--- src/rtl/bist_pkg.sv ---
// Shared definitions for the BIST signature checker: the controller state
// encoding and the default MISR polynomial/seed values.
package bist_pkg;

    typedef enum logic [1:0] {
        ST_IDLE    = 2'd0,
        ST_COMPACT = 2'd1,
        ST_COMPARE = 2'd2,
        ST_REPORT  = 2'd3
    } state_e;

    localparam logic [15:0] DEFAULT_POLY = 16'h1021;
    localparam logic [15:0] DEFAULT_SEED = 16'hFFFF;

    // Round counter is fixed at 16 bits and saturates at all-ones.
    localparam int          CNT_W   = 16;
    localparam logic [15:0] CNT_MAX = 16'hFFFF;

endpackage

--- src/rtl/bist_misr_core.sv ---
// Multiple-input signature register. A load returns the register to the
// seed and takes priority over compaction.
// Each compaction shifts left once, XORs in the polynomial when the MSB
// falls out, and XORs in the response word.
module bist_misr_core
    import bist_pkg::*;
#(
    parameter int               Width = 16,
    parameter logic [Width-1:0] Poly  = Width'(DEFAULT_POLY),
    parameter logic [Width-1:0] Seed  = Width'(DEFAULT_SEED)
) (
    input  logic             clk,
    input  logic             load,
    input  logic             en,
    input  logic [Width-1:0] dataIn,
    output logic [Width-1:0] sig
);

    logic [Width-1:0] sig_q;
    logic [Width-1:0] sig_d;

    // Next signature: the seed on load, otherwise one MISR step when enabled.
    always_comb begin
        sig_d = sig_q;
        if (load) begin
            sig_d = Seed;
        end else if (en) begin
            sig_d = {sig_q[Width-2:0], 1'b0}
                  ^ (sig_q[Width-1] ? Poly : {Width{1'b0}})
                  ^ dataIn;
        end
    end

    // Signature register. The load path doubles as the reset path.
    always_ff @(posedge clk) begin
        sig_q <= sig_d;
    end

    assign sig = sig_q;

endmodule

--- config.mk ---
export PLATFORM = sky130hd
export DESIGN_NAME = bist_misr_core
export DESIGN_NICKNAME = d
export VERILOG_FILES = /design/src/rtl/bist_pkg.sv /design/src/rtl/bist_misr_core.sv
export SDC_FILE = /design/constraint.sdc
export NUM_CORES = 1
export LEC_CHECK = 0
export CORE_ASPECT_RATIO = 0.8
export CORE_MARGIN = 2
export CORE_UTILIZATION = 42
export DETAILED_ROUTE_END_ITERATION = 8
export GPL_TIMING_DRIVEN = 1
export MAX_ROUTING_LAYER = met4
export PLACE_DENSITY = 0.81
export SLEW_MARGIN = 20
export SYNTH_ARGS = -nofsm -noshare
export SYNTH_HDL_FRONTEND = slang
export SYNTH_SLANG_ARGS = --single-unit
export TNS_END_PERCENT = 5
--- constraint.sdc ---
create_clock -name clk -period 2.54 [get_ports clk]
set_input_delay 0.635 -clock clk [delete_from_list [all_inputs] [get_ports clk]]
set_output_delay 0.635 -clock clk [all_outputs]
set_load 0.05 [all_outputs]
==> results.md, run 1 <==
* Status: complete, no violations
* Placed cell areas at 1110 um2
* Initial core utilization at 0.454
* Share of layout cells above drive strength 1 at 0.0392
* Cell Area, Synth at 753 um2
* Final Non-Filler Cells at 124
* I/O pin cnt at 35
* Leak Pwr at 0.462 nW
* Post-DR vias/cell at 4.69
* First-pass GRT wire length at 2480 um
* DR WL/cell at 12.2 um
* Root Driver: clkbuf_4
* Worst-Skew Late Latency at 0.27 ns
* Synth top area share at 0.425
* ANT cells at 0
* Die H at 41.9 um
* Design area at 1130 um2
* FMAX at 465 MHz
* DR DRC count at 0
* Post-Route Setup TNS at 0 ns
* Post_cts resized at 0
* Vias at 581
* Peak supply drop at 0.442 mV
* Final WL at 1510 um
* Post-route ant nets at 0
* Worst Path Buf+Inv at 1
* Initial antenna violation count at 0
* Largest net degree at the start of global routing at 33
* Initial DRC Count at 3
* Dpl cells at 121
* Die width at 51.3 um
* GPL Wtd Cong at 0.659
* Grt met3 use at 0.0540
* Final Core Density at 0.680
* FF+latch count, synth at 16
* Met1 usage in global routing at 0.185
* DIE AREA at 2150 um2
* Max reg flops at 16
* Crit-path max cell delay at 0.83 ns
* R2R cell count at 2
* Core area at 1660 um2
* Hold Path Class: reg2reg
* RSZ-0062 raised after global routing: no
* Main area contributors after synthesis: dfxtp_1 43%, a211o_1 19%, xor2_1 16%
* Total Nets Final at 123
* Final Hold Violating Endpoints at 0
* Worst Setup Start Kind: flip-flop
* Worst setup path start: sig[15]$_SDFFE_PP1P_
* Most common cell after layout, fill and taps aside: clkdlybuf4s50_1
* Crit path to: sig[15]
* Worst EP required at 1.90 ns
* Layout area overhead at 49.8%
* Stages on the worst setup path at 1
* Max Cap Viol at 0
* Vias in the first global route at 547
* Setup CP Type: reg2out
* CTS Buffer Depth at 2
* Syn nets at 88
* Critical Path Slowest Stage Cell: clkdlybuf4s50_1
* Ys Warns at 0
* CTS Hold Bufs at 0
* Largest area contributor in the netlist: dfxtp_1
* Reg clk slew, reported paths at 0.08 ns
* Period minus WS final at 2.15 ns
* CTS tree: done
* Critical path arrival at 1.51 ns
* Post-CTS Setup Repair Bufs at 0
* Delay-heaviest family, CP: buffers and inverters
* Worst path cell trace: clkdlybuf4s50_1
* HPWL Detailed at 1140 um
* Routing usage on met2 at 0.262
* Synth Area per Inst at 10.9 um2
* CTS H-tree depth at 1
* Most frequent cells in the layout: 34 x clkdlybuf4s50_1, 16 x nor2b_1, 16 x a211o_1, 16 x dfxtp_1, 14 x xor2_1
* Final setup fails at 0
* RR Endpoint: sig[12]$_SDFFE_PP1P_
* FP Rows at 13
* Power Total at 0.648 mW
* Sink Count at 16
* TritonRoute pass-1 iters at 3
* Gr ovfl total at 0
* Relative slew margins at 0.619
* Crit-path max FO at 5
* Mapped Cells at 69
* CP endpoint kind: output pin
* Slew Viols, Final at 0
* Final period util at 0.846
* CTS buffer count at 3
* Post-synthesis sequential area ratio at 0.425
* I/O Buffers at 34
* Worst-Margin Slew at 0.569 ns
* GRT Total Usage at 0.160
* GRT busiest layer: met2
* PwrDens at 574 nW/um2
* Critical R2R Launch: sig[15]$_SDFFE_PP1P_
* Max Clock Skew at 0.000494 ns
* Unique masters post-synth at 7
* FF-to-FF setup slack at 1.29 ns
-- cell families after synthesis --
logic type | Yosys count | share of synthesized area
xor gates and xnor gates | 16 | 0.226
AOI/OAI and AO/OA | 16 | 0.186
buffers and inverters | 5 | 0.0299
DFF | 16 | 0.425
and+or+nand+nor | 16 | 0.133
-- per-layer routing --
| layer | wire [um] | vias up |
|---|---|---|
| li1 | - | 303 |
| met1 | 649 | 261 |
| met2 | 769 | 15 |
| met3 | 71 | 2 |
| met4 | 19 | 0 |
| met5 | 0 | - |
-- Yosys cell counts --
cell,number
clkbuf_1,2
nor2b_1,16
buf_2,3
a211o_1,16
dfxtp_1,16
xor2_1,14
xor3_1,2
-- how the worst min path moves through the flow --
stage | from | to | slack, ns | cells after the start
2_1_floorplan | sig[12]$_SDFFE_PP1P_ | sig[13]$_SDFFE_PP1P_ | 0.83 | 2
3_3_place_gp | sig[0]$_SDFFE_PP1P_ | sig[0]$_SDFFE_PP1P_ | 0.59 | 2
3_5_place_dp | sig[7]$_SDFFE_PP1P_ | sig[7]$_SDFFE_PP1P_ | 0.60 | 2
4_1_cts | sig[7]$_SDFFE_PP1P_ | sig[7]$_SDFFE_PP1P_ | 0.62 | 2
5_1_grt | sig[8]$_SDFFE_PP1P_ | sig[8]$_SDFFE_PP1P_ | 0.64 | 2
6_report | sig[8]$_SDFFE_PP1P_ | sig[8]$_SDFFE_PP1P_ | 0.62 | 2
-- through the flow --
| stage | setup slack, ns | hold slack, ns |
|---|---|---|
| 2_1_floorplan | 0.969 | 0.832 |
| 3_3_place_gp | 0.700 | 0.588 |
| 3_5_place_dp | 0.655 | 0.597 |
| 4_1_cts | 0.378 | 0.623 |
| 5_1_grt | 0.318 | 0.643 |
| 6_report | 0.390 | 0.618 |
-- power by group --
group          leakage (nW)  total, mW  switching, mW  internal [mW]
Combinational         0.315      0.231          0.123          0.108
Clock                0.0138      0.124         0.0688         0.0549
Sequential            0.134      0.293         0.0196          0.273
Total                 0.462      0.648          0.212          0.436
-- area by class of cell --
cell class	count	area [um2]
Sequential cell	16	320
Fill cell	152	531
Clock buffer	3	22.5
Multi-Input combinational cell	48	410
Timing Repair Buffer	35	348
Tap cell	22	27.5
No activity file was read; power rests on OpenSTA's default activity.
==> run 2: changes to the inputs <==
CORE_UTILIZATION = 36   (was 42)
PLACE_DENSITY = 0.74   (was 0.81)
clock period = 1.9 ns   (was 2.54 ns; I/O delays follow)
==> run 2 against run 1 <==
  * Total power is 41% higher
  * Critical endpoint unchanged
  * Utilization is 10 points lower
  * Worst setup slack better by 0.064 ns
  * Non-clock buffer count stayed put
  * Clock power is 80% higher
  * Clock skew is 0.0037 ns higher
==> results.md, run 2 (synthesis gave the netlist of run 1 again) <==
* Critical Path Slowest Stage Cell: dfxtp_1
* FF-to-FF setup slack at 0.62 ns
* Placed cell areas at 1080 um2
* Share of layout cells above drive strength 1 at 0.204
* Worst-Margin Slew at 0.631 ns
* Largest net degree at the start of global routing at 33
* Most common cell after layout, fill and taps aside: clkdlybuf4s50_1
* I/O Buffers at 34
* Period minus WS final at 1.45 ns
* Gr ovfl total at 0
* Initial antenna violation count at 0
* Final Hold Violating Endpoints at 0
* Core area at 1930 um2
* DIE AREA at 2480 um2
* Post-DR vias/cell at 4.80
* Stages on the worst setup path at 1
* Hold Worst Slack at 0.627 ns
* I/O pin cnt at 35
* HPWL Detailed at 1080 um
* GRT busiest layer: met2
* CTS H-tree depth at 1
* Routing usage on met2 at 0.224
* Sink Count at 16
* FMAX at 692 MHz
* CTS Hold Bufs at 0
* TritonRoute pass-1 iters at 2
* Critical path arrival at 0.97 ns
* Grt met3 use at 0.0662
* Delay-heaviest family, CP: flip-flops
* Reg clk slew, reported paths at 0.09 ns
* Final setup fails at 0
* FP Rows at 14
* Post-route ant nets at 0
* Die H at 44.9 um
* Max reg flops at 16
* Total Nets Final at 123
* Worst path cell trace: buf_4
* Most frequent cells in the layout: 18 x clkdlybuf4s50_1, 16 x nor2b_1, 16 x a211o_1, 16 x buf_4, 16 x dfxtp_1
* Worst Path Buf+Inv at 1
* CTS Buffer Depth at 2
* Worst EP required at 1.42 ns
* Worst Setup Start Kind: flip-flop
* Crit-path max FO at 5
* GPL Wtd Cong at 0.671
* WHS Path Cells at 2
* Leak Pwr at 0.478 nW
* Worst slack, placed at 0.222 ns
* CTS tree: done
* DR DRC count at 0
* Max Cap Viol at 0
* Setup CP Type: reg2out
* Post_cts resized at 0
* Status: complete, no violations
* Peak supply drop at 0.487 mV
* First-pass GRT wire length at 2370 um
* CTS buffer count at 3
* Max Clock Skew at 0.00418 ns
* Final WL at 1500 um
* DR WL/cell at 11.8 um
* Slew Viols, Final at 0
* Vias in the first global route at 564
* R2R cell count at 2
* Post-CTS Setup Repair Bufs at 0
* Hold Path Class: reg2reg
* Initial DRC Count at 2
* Worst setup margin at 0.454 ns
* Final period util at 0.761
* Design area at 1120 um2
* Die width at 55.1 um
* Initial core utilization at 0.391
* Layout area overhead at 48.3%
* RSZ-0062 raised after global routing: no
* CP endpoint kind: output pin
* Root Driver: clkbuf_4
* Met1 usage in global routing at 0.160
* Crit-path max cell delay at 0.44 ns
* Worst-Skew Late Latency at 0.28 ns
* ANT cells at 0
* Relative slew margins at 0.578
* GRT Total Usage at 0.140
* Post-Route Setup TNS at 0 ns
* PwrDens at 818 nW/um2
* Vias at 609
-- run 2: changes by cell type in the layout (fill, tap and decap cells not counted) --
cell / delta
buf_4: +15
buf_12: +1
clkdlybuf4s50_1: -16
clkbuf_8: +1
-- run 2: layout make-up --
type | instances | area, um2
fill | 173 | 810
multi-input combinational | 48 | 410
sequential | 16 | 320
timing repair buffer | 35 | 320
clock buffer | 4 | 36.3
tap | 24 | 30.0
-- run 2: final timing paths --
check / start / endpoint
worst min-delay path: sig[7]$_SDFFE_PP1P_ / sig[8]$_SDFFE_PP1P_
worst max-delay path: sig[15]$_SDFFE_PP1P_ / sig[15]
worst max register to register: sig[15]$_SDFFE_PP1P_ / sig[5]$_SDFFE_PP1P_
worst min register to register: sig[7]$_SDFFE_PP1P_ / sig[8]$_SDFFE_PP1P_
-- run 2: metrics by stage --
stage	util	std cells	total power [mW]
after global placement	0.561	123	0.697
after CTS	0.580	127	0.933
after detailed placement	0.561	123	0.702
after global routing	0.580	127	0.962
final	0.580	127	0.914
after floorplan	-	69	0.596
-- run 2: per-layer routing --
metal	routed length [um]	vias up	part of all wire
met2	713	20	0.48
met1	661	282	0.44
li1	-	307	-
met5	0	-	0
met3	120	0	0.080
met4	0	0	0
-- run 2: worst min-delay path, delay by kind of cell (launching register included) --
kind / cells / cell delay, ns
DFF: 1 / 0.34
AOI/OAI and AO/OA: 1 / 0.12
xor gates and xnor gates: 1 / 0.15
-- run 2: power breakdown --
part | internal (mW) | switching (mW)
Combinational | 0.136 | 0.162
Sequential | 0.366 | 0.0274
Clock | 0.117 | 0.106
Total | 0.618 | 0.295
==> run 3: changes to the inputs <==
CORE_UTILIZATION = 39   (was 36)
PLACE_DENSITY = 0.76   (was 0.74)
clock period = 1.45 ns   (was 1.9 ns; I/O delays follow)
==> run 3 against run 2 <==
  * Total power up 44%
  * Cell count up 0.79%
  * Sequential share of layout area fell by 4.4 points
  * Via count grew 1.6%
  * Sequential cell count did not move
  * Worst hold slack better by 0.037 ns
  * Critical path depth unchanged
  * First-iteration DRC count increased by 100%
  * Utilization up 13 points
  * Final area rose by 19%
  * Global-route usage increased by 3.2 points
==> results.md, run 3 (synthesis gave the netlist of run 1 again) <==
* DR WL/cell at 13.0 um
* Post-CTS Setup Repair Bufs at 0
* Critical path arrival at 0.89 ns
* Crit-path max FO at 3
* First-pass GRT wire length at 2730 um
* FF-to-FF setup slack at 0.23 ns
* Vias in the first global route at 611
* RSZ-0062 raised after global routing: no
* Total Nets Final at 124
* DR DRC count at 0
* Sink Count at 16
* CP endpoint kind: output pin
* Worst-Margin Slew at 0.205 ns
* Power Total at 1.32 mW
* Most common cell after layout, fill and taps aside: clkdlybuf4s50_1
* Vias at 619
* I/O pin cnt at 35
* Max reg flops at 16
* Core area at 1860 um2
* Crit path to: sig[3]
* Status: complete, no violations
* Setup CP Type: reg2out
* Max Clock Skew at 0.000395 ns
* PwrDens at 993 nW/um2
* Worst EP required at 1.09 ns
* Worst setup path start: sig[3]$_SDFFE_PP1P_
* R2R cell count at 2
* Placed cell areas at 1290 um2
* Final Core Density at 0.714
* CTS H-tree depth at 1
* TritonRoute pass-1 iters at 4
* FMAX at 800 MHz
* Final Hold Violating Endpoints at 0
* Worst path cell trace: buf_12
* Share of layout cells above drive strength 1 at 0.221
* Critical Path Slowest Stage Cell: dfxtp_1
* Largest net degree at the start of global routing at 33
* Relative slew margins at 0.863
* CTS tree: done
* CTS Hold Bufs at 0
* Worst slack, placed at -0.0827 ns
* Reg clk slew, reported paths at 0.09 ns
* ANT cells at 0
* FP Rows at 14
* Crit-path max cell delay at 0.44 ns
* Initial antenna violation count at 0
* DIE AREA at 2300 um2
* Die width at 53.1 um
* Layout area overhead at 76.1%
* Final Non-Filler Cells at 128
* HPWL Detailed at 1230 um
* Design area at 1330 um2
* I/O Buffers at 34
* Leak Pwr at 0.573 nW
* Hold Path Class: reg2reg
* Final period util at 0.862
* Post_cts resized at 0
* Most frequent cells in the layout: 18 x clkdlybuf4s50_1, 17 x buf_12, 16 x nor2b_1, 16 x a211o_1, 15 x dfxtp_1
* Gr ovfl total at 0
* Final WL at 1670 um
* Worst Setup Start Kind: flip-flop
* Stages on the worst setup path at 1
* Dpl cells at 124
* GPL Wtd Cong at 0.714
* Worst setup margin at 0.200 ns
* Root Driver: clkbuf_4
* Delay-heaviest family, CP: flip-flops
* Period minus WS final at 1.25 ns
* Worst Path Buf+Inv at 1
* GRT Total Usage at 0.171
* CTS buffer count at 3
* Critical R2R Launch: sig[15]$_SDFFE_PP1P_
* Peak supply drop at 0.749 mV
* RR Endpoint: sig[12]$_SDFFE_PP1P_
* Max Cap Viol at 0
* Initial DRC Count at 4
* Post-DR vias/cell at 4.84
* Die H at 43.3 um
* Post-route ant nets at 0
* Initial core utilization at 0.406
* Worst-Skew Late Latency at 0.28 ns
* Final setup fails at 0
* CTS Buffer Depth at 2
* Slew Viols, Final at 0
## run 3: area by class of cell
cell class                      count  area, um2
Fill cell                         156        531
Timing Repair Buffer               36        528
Multi-Input combinational cell     48        410
Sequential cell                    16        322
Tap cell                           24       30.0
Clock buffer                        4       36.3
## run 3: tightest hold or removal path, cell delays in order (launching register included)
cell and delay, ns:
dfxtp_1 0.36, xor2_1 0.16, a211o_1 0.12
## run 3: worst min-delay path by stage
stage | startpoint | end | cells after the start
finish | sig[7]$_SDFFE_PP1P_ | sig[8]$_SDFFE_PP1P_ | 2
global route | sig[7]$_SDFFE_PP1P_ | sig[8]$_SDFFE_PP1P_ | 2
CTS | sig[7]$_SDFFE_PP1P_ | sig[8]$_SDFFE_PP1P_ | 2
detailed placement | sig[6]$_SDFFE_PP1P_ | sig[7]$_SDFFE_PP1P_ | 2
global placement | sig[13]$_SDFFE_PP1P_ | sig[14]$_SDFFE_PP1P_ | 2
floorplan | en | sig[15]$_SDFFE_PP1P_ | 2
## run 3: metal layers
layer	vias up	part of all wire	track usage
met5	-	0	-
met4	0	0	0.0462
met3	0	0.073	0.0528
met2	24	0.50	0.273
met1	286	0.42	0.210
li1	309	-	-
## run 3: through the flow
stage,TNS [ns],hold WS (ns)
6_report,0,0.664
5_1_grt,0,0.686
4_1_cts,0,0.668
3_5_place_dp,-1.14,0.646
3_3_place_gp,-0.442,0.642
2_1_floorplan,0,0.572
## run 3: where the power goes
part	switching (mW)	internal, mW	total (mW)
sequential	0.0572	0.479	0.537
clock	0.137	0.153	0.290
combinational	0.217	0.273	0.490
total	0.411	0.905	1.32
